### src/rtl/morse_key_encoder_if.sv
// Key-code handshake and keying status bundle between the keypad
// scanner side (master) and the Morse encoder (slave).
interface morse_key_encoder_if;
    logic       key_valid;
    logic [3:0] key_code;
    logic       morse_out;
    logic       busy;
    logic       fifo_full;
    logic       overflow;

    modport master (
        output key_valid, key_code,
        input  morse_out, busy, fifo_full, overflow
    );

    modport slave (
        input  key_valid, key_code,
        output morse_out, busy, fifo_full, overflow
    );
endinterface

### src/rtl/morse_key_encoder.sv
// Morse key encoder: queues 4-bit hex key codes in a small FIFO and plays
// each one out as timed on/off keying (dot 1 unit, dash 3 units, element
// gap 1 unit, character gap 3 units). FIFO_DEPTH must be a power of two >= 2.
module morse_key_encoder #(
    parameter int UNIT_CYCLES = 12_500_000,
    parameter int FIFO_DEPTH  = 4
) (
    input  logic               clk,
    input  logic               rst,
    morse_key_encoder_if.slave bus
);
    localparam int TW = $clog2(3 * UNIT_CYCLES + 1);
    localparam int AW = $clog2(FIFO_DEPTH);
    localparam int CW = $clog2(FIFO_DEPTH + 1);

    localparam logic [TW-1:0] DOT_T      = TW'(UNIT_CYCLES);
    localparam logic [TW-1:0] DASH_T     = TW'(3 * UNIT_CYCLES);
    localparam logic [CW-1:0] FULL_COUNT = CW'(FIFO_DEPTH);

    typedef enum logic [1:0] {IDLE, MARK, SPACE, CHAR_GAP} state_t;

    logic [3:0]    fifoMem_q [FIFO_DEPTH];
    logic [AW-1:0] rdPtr_q;
    logic [AW-1:0] wrPtr_q;
    logic [CW-1:0] count_q;
    logic [CW-1:0] count_d;
    logic          overflow_q;

    state_t        state_q;
    logic [TW-1:0] timer_q;
    logic [4:0]    pattern_q;
    logic [2:0]    elemLeft_q;
    logic          morseOut_q;
    logic          busy_q;

    logic          fifoFull;
    logic          fifoEmpty;
    logic          timerDone;
    logic          pop;
    logic          push;
    logic [7:0]    headEntry;
    logic [2:0]    headLen;
    logic [4:0]    headPat;

    assign fifoFull  = (count_q == FULL_COUNT);
    assign fifoEmpty = (count_q == '0);
    assign timerDone = (timer_q == TW'(1));

    // The transmitter takes the next code either from idle or straight out
    // of a finished character gap; a push is allowed into a full FIFO only
    // when that same edge frees a slot.
    assign pop  = !fifoEmpty && ((state_q == IDLE) || (state_q == CHAR_GAP && timerDone));
    assign push = bus.key_valid && (!fifoFull || pop);

    // Code table for the FIFO head: {len, pattern}, first element in pat[4], 1 = dash.
    always_comb begin
        headEntry = 8'h00;
        case (fifoMem_q[rdPtr_q])
            4'h0:    headEntry = {3'd5, 5'b11111};
            4'h1:    headEntry = {3'd5, 5'b01111};
            4'h2:    headEntry = {3'd5, 5'b00111};
            4'h3:    headEntry = {3'd5, 5'b00011};
            4'h4:    headEntry = {3'd5, 5'b00001};
            4'h5:    headEntry = {3'd5, 5'b00000};
            4'h6:    headEntry = {3'd5, 5'b10000};
            4'h7:    headEntry = {3'd5, 5'b11000};
            4'h8:    headEntry = {3'd5, 5'b11100};
            4'h9:    headEntry = {3'd5, 5'b11110};
            4'hA:    headEntry = {3'd2, 5'b01000};
            4'hB:    headEntry = {3'd4, 5'b10000};
            4'hC:    headEntry = {3'd4, 5'b10100};
            4'hD:    headEntry = {3'd3, 5'b10000};
            4'hE:    headEntry = {3'd1, 5'b00000};
            default: headEntry = {3'd4, 5'b00100};
        endcase
    end

    assign headLen = headEntry[7:5];
    assign headPat = headEntry[4:0];

    // Occupancy follows push/pop; a simultaneous push and pop leaves it unchanged.
    always_comb begin
        count_d = count_q;
        if (push && !pop) begin
            count_d = count_q + CW'(1);
        end else if (pop && !push) begin
            count_d = count_q - CW'(1);
        end
    end

    // FIFO storage carries no reset; only the pointers define what is valid.
    always_ff @(posedge clk) begin
        if (push) begin
            fifoMem_q[wrPtr_q] <= bus.key_code;
        end
    end

    // FIFO pointers, occupancy and the registered overflow pulse for dropped codes.
    always_ff @(posedge clk or negedge rst) begin
        if (!rst) begin
            rdPtr_q    <= '0;
            wrPtr_q    <= '0;
            count_q    <= '0;
            overflow_q <= 1'b0;
        end else begin
            if (push) begin
                wrPtr_q <= wrPtr_q + AW'(1);
            end
            if (pop) begin
                rdPtr_q <= rdPtr_q + AW'(1);
            end
            count_q    <= count_d;
            overflow_q <= bus.key_valid && fifoFull && !pop;
        end
    end

    // Keying FSM: timer counts down to 1, and each load sets the exact cycle count of the next phase.
    always_ff @(posedge clk or negedge rst) begin
        if (!rst) begin
            state_q    <= IDLE;
            timer_q    <= '0;
            pattern_q  <= '0;
            elemLeft_q <= '0;
            morseOut_q <= 1'b0;
            busy_q     <= 1'b0;
        end else begin
            unique case (state_q)
                IDLE: begin
                    if (pop) begin
                        pattern_q  <= headPat;
                        elemLeft_q <= headLen;
                        timer_q    <= headPat[4] ? DASH_T : DOT_T;
                        morseOut_q <= 1'b1;
                        busy_q     <= 1'b1;
                        state_q    <= MARK;
                    end
                end
                MARK: begin
                    if (timerDone) begin
                        morseOut_q <= 1'b0;
                        if (elemLeft_q > 3'd1) begin
                            pattern_q  <= {pattern_q[3:0], 1'b0};
                            elemLeft_q <= elemLeft_q - 3'd1;
                            timer_q    <= DOT_T;
                            state_q    <= SPACE;
                        end else begin
                            timer_q <= DASH_T;
                            state_q <= CHAR_GAP;
                        end
                    end else begin
                        timer_q <= timer_q - TW'(1);
                    end
                end
                SPACE: begin
                    if (timerDone) begin
                        timer_q    <= pattern_q[4] ? DASH_T : DOT_T;
                        morseOut_q <= 1'b1;
                        state_q    <= MARK;
                    end else begin
                        timer_q <= timer_q - TW'(1);
                    end
                end
                CHAR_GAP: begin
                    if (timerDone) begin
                        if (pop) begin
                            pattern_q  <= headPat;
                            elemLeft_q <= headLen;
                            timer_q    <= headPat[4] ? DASH_T : DOT_T;
                            morseOut_q <= 1'b1;
                            state_q    <= MARK;
                        end else begin
                            timer_q <= '0;
                            busy_q  <= 1'b0;
                            state_q <= IDLE;
                        end
                    end else begin
                        timer_q <= timer_q - TW'(1);
                    end
                end
                default: begin
                    state_q <= IDLE;
                end
            endcase
        end
    end

    assign bus.morse_out = morseOut_q;
    assign bus.busy      = busy_q;
    assign bus.fifo_full = fifoFull;
    assign bus.overflow  = overflow_q;
endmodule
### src/flat_wrapper.sv
// flat-port wrapper written by rule: the top's interface ports become plain ports
module morse_key_encoder_flat 
#(
    parameter int UNIT_CYCLES = 12_500_000,
    parameter int FIFO_DEPTH  = 4
)
  (clk, rst, bus_key_valid, bus_key_code, bus_morse_out, bus_busy, bus_fifo_full, bus_overflow);
  morse_key_encoder_if bus_i ();
  input  logic clk;
  input  logic rst;
  input wire logic [$bits(bus_i.key_valid)-1:0] bus_key_valid;
  input wire logic [$bits(bus_i.key_code)-1:0] bus_key_code;
  output wire logic [$bits(bus_i.morse_out)-1:0] bus_morse_out;
  output wire logic [$bits(bus_i.busy)-1:0] bus_busy;
  output wire logic [$bits(bus_i.fifo_full)-1:0] bus_fifo_full;
  output wire logic [$bits(bus_i.overflow)-1:0] bus_overflow;
  assign bus_i.key_valid = bus_key_valid;
  assign bus_i.key_code = bus_key_code;
  assign bus_morse_out = bus_i.morse_out;
  assign bus_busy = bus_i.busy;
  assign bus_fifo_full = bus_i.fifo_full;
  assign bus_overflow = bus_i.overflow;
  morse_key_encoder #(.UNIT_CYCLES(UNIT_CYCLES), .FIFO_DEPTH(FIFO_DEPTH)) u_core (.clk(clk), .rst(rst), .bus(bus_i));
endmodule
### config.mk
export PLATFORM = sky130hd
export DESIGN_NAME = morse_key_encoder_flat
export DESIGN_NICKNAME = d
export VERILOG_FILES = /design/src/rtl/morse_key_encoder_if.sv /design/src/rtl/morse_key_encoder.sv /design/src/flat_wrapper.sv
export SDC_FILE = /design/constraint.sdc
export NUM_CORES = 1
export LEC_CHECK = 0
export ABC_AREA = 1
export CORE_ASPECT_RATIO = 0.5
export CORE_MARGIN = 2
export CORE_UTILIZATION = 30
export CTS_BUF_LIST = sky130_fd_sc_hd__clkbuf_2 sky130_fd_sc_hd__clkbuf_4 sky130_fd_sc_hd__clkbuf_8
export CTS_CLUSTER_SIZE = 10
export DETAILED_ROUTE_END_ITERATION = 8
export PLACE_DENSITY = 0.42
export RECOVER_POWER = 50
export REMOVE_ABC_BUFFERS = 1
export SLEW_MARGIN = 10
export SYNTH_ARGS = -nofsm -noshare
export SYNTH_HDL_FRONTEND = slang
export SYNTH_SLANG_ARGS = --single-unit
### constraint.sdc
create_clock -name clk -period 3.2 [get_ports clk]
set_clock_uncertainty 0.1 [all_clocks]
set_input_delay 0.48 -clock clk [delete_from_list [all_inputs] [get_ports clk]]
set_output_delay 0.48 -clock clk [all_outputs]
set_load 0.02 [all_outputs]
==> reports/results.ini, run 1 <==
[outcome]
status=completed

[detailed_routing]
vias=3022
drt-total-wl_um=8860
postRouteAntennaNets=0
dr.pass1.iters=6
drc=0
routedWlPerCell_um=13.3
drt_iter0_markers=142
avgViaCountPerCell=4.55

[placement]
place.gp.congestion=0.753
place_ws_ps=479
port-buffer-count=10
hpwl_um=6620

[power]
power.share.clock_pct=40.8
leakage_nw=1.95
intPower_mw=1.53
irDropWorstVdd_mv=0.232
power.density_mw_per_mm2=481
p_sw_mw=0.566
swShare_pct=27.0
seq_power_share_pct=44.6
power_frac_comb_pct=14.6

[logic_synthesis]
avgSynthCellArea_um2=8.13
ys_top_cells_by_area=dfrtp_1 30%, edfxtp_1 13%, nand2_1 10%
ys.flop_type=dfrtp_1
synth-seq-area-share_pct=42.8
async_flop_share_pct=74.2
synth_edf_count=16
syn_area_mm2=0.00381
synth_top_area_share_pct=30.2
synth.largest_area_cell=dfrtp_1
netlist_instances=469
synth_seq_cells=62
yosysWarningCount=0
synth.distinct_cells=46

[finish]
layout-drive-gt1-share_pct=9.92
antenna_cells=0
final_cell_mix=106 x nand2_1, 63 x nor2_1, 54 x inv_1
area_growth_pct=14.1
layout.nets=516
mostFrequentLayoutCell=nand2_1

[timing]
max_freq_mhz=367
min_period_ps=2730
tns_ps=0
setup_viol=0
worst_pin_slew_ps=1140
final-max-slew-violation-count=0
min_period_over_period_pct=85.2
layout_setup_ws_ps=474
timing.slew.headroom_pct=23.8
rsz0062_at_grt=no
hold_viol=0

[floorplan]
io_pins=11
dieArea_mm2=0.0137
core_mm2=0.0125
die_w_um=163
initial_utilization_pct=30.5
fp.dieH_um=83.7
rows=29

[clock_tree]
cts_root_buffer=clkbuf_8
numCtsBuffers=9
clockBufferDepth=2
path_clk_slew_ps=70
postCtsSetupBuffers=0
h-tree-depth=3
cts_tree=built
clock_latency_ps=350
cts_sinks=62

[worst_setup_path]
r2r_cells=15
worstPathArrival_ps=2850
critPathKind=flip-flop to flip-flop
crit_start=u_core.timer_q[10]
worstPathRequired_ps=3320
crit_end=u_core.count_q[2]
r2r_end=u_core.count_q[2]
critPathCaptureType=flip-flop
path_cells=nor2_2 > nand2_2 > nor2_4 > nand3_4 > nand2_4 > nand3_4 > nand2_1 > nand2_2 > inv_2 > ha_1 > inv_1 > fa_1 > a21oi_1 > o21ai_0 > xor2_1
critPathMaxFanout=6
critPathMaxStageDelay_ps=430
crit_path_start_kind=flip-flop
rrSetupSlack_ps=470
r2r_start=u_core.timer_q[10]
crit_slowest_cell=dfrtp_1

[grt]
antenna_found_initial=0
track_usage_pct=14.3
grt.overflow.total=0
grt_pass1_vias=2992
grt_pass1_wl_um=15100
grt_max_degree=28

[hold_path]
hold_class=flip-flop to flip-flop

[job]
cap_violations=0

[how the worst min path moves through the flow]
stage,slack (ps),cells past startpoint,to,start
detailed placement,370,1,u_core.pattern_q[1],rst
CTS,390,2,u_core.pattern_q[2],u_core.pattern_q[2]
global route,420,2,u_core.pattern_q[2],u_core.pattern_q[2]
global placement,380,1,u_core.pattern_q[1],rst
floorplan,80,0,u_core.bus.busy,rst
finish,390,2,u_core.pattern_q[2],u_core.pattern_q[2]
[through the flow]
stage               utilization [%]  instance area [um^2]  cells  hold WS (ps)  power [mW]
floorplan                         -                  3770    464          84.4        1.16
global placement               32.8                  4110    647           376        1.26
detailed placement             32.8                  4110    647           368        1.26
CTS                            34.8                  4360    664           392        2.13
global route                   34.8                  4350    664           419        2.22
finish                         34.8                  4350    664           391        2.09
[layer usage]
layer	global-route usage, %	vias to the layer above	wire, um
met1	17.9	1410	4280
met5	0	-	0
met2	24.1	36	4190
met4	4.02	0	87
met3	3.97	11	310
li1	-	1565	-
[state kept, by name, indices dropped and copies added, names as in the netlist]
name,count
u_core.bus.busy,1
u_core.elemLeft_q,3
u_core.state_q,2
u_core.pattern_q,5
u_core.timer_q,26
u_core.rdPtr_q,2
u_core.bus.morse_out,1
u_core.wrPtr_q,2
u_core.fifoMem_q,16
u_core.count_q,3
u_core.bus.overflow,1
[critical path, delay by kind of cell (launching register included)]
family	cells	cell delay [ps]
buffers and inverters	2	140
adder cells (fa/ha/maj)	2	510
XOR/XNOR	1	150
AND/OR/NAND/NOR	8	1030
flip-flops	1	430
AO/OA/AOI/OAI	2	240
[cells in the mapped netlist, types with 2 or more instances]
cell / n
xnor2_1: 5
inv_2: 2
nand2_4: 2
nand2_2: 5
nand4_4: 2
buf_6: 2
nand4_1: 8
ha_1: 19
and3_1: 2
nand3_4: 2
inv_1: 54
nor3_1: 7
nand3_1: 24
xor2_1: 10
nand2_1: 106
nor2_2: 4
nor2_4: 4
edfxtp_1: 16
clkbuf_1: 2
nand3b_1: 2
nor2_1: 63
a21oi_1: 29
o21ai_1: 6
o21ai_2: 2
dfrtp_1: 46
o21ai_0: 24
o31ai_1: 2
[cell families (layout without fill, tap and decap cells)]
family / Yosys count / in the layout / share of synthesized area (%)
buffers and inverters: 65 / 90 / 7.29
AND/OR/NAND/NOR: 234 / 234 / 28.7
flip-flops: 62 / 62 / 42.8
multiplexers: 1 / 1 / 0.295
XOR/XNOR: 15 / 15 / 3.45
adder cells (fa/ha/maj): 20 / 20 / 6.76
AO/OA/AOI/OAI: 72 / 72 / 10.7
[final cells by class]
class                      count  area (um^2)
fill                        1329         8170
multi-input combinational    342         1900
sequential                    62         1630
inverter                      60          240
tap                          170          213
clock buffer                  10          131
timing repair buffer          14          124
clock inverter                 6          109
[power by group through the flow]
stage | clock, mW | sequential [mW] | combinational [mW]
3_3_place_gp | 0 | 0.948 | 0.316
6_report | 0.855 | 0.933 | 0.306
2_1_floorplan | 0 | 0.942 | 0.214
5_1_grt | 0.916 | 0.942 | 0.358
3_5_place_dp | 0 | 0.949 | 0.312
4_1_cts | 0.879 | 0.934 | 0.316
[what timing repair did]
item                      in CTS  in global routing
hold buffers                   1                  0
gates resized for setup        0                  0
hold endpoints to repair      19                  0
Note: power is estimated with default switching activity, not from simulation.
==> inputs of run 2 (changes only) <==
SLEW_MARGIN = not set   (was 10)
==> results of run 2 <==
Same layout as run 1: the final DEF is identical, and so are final timing and power.
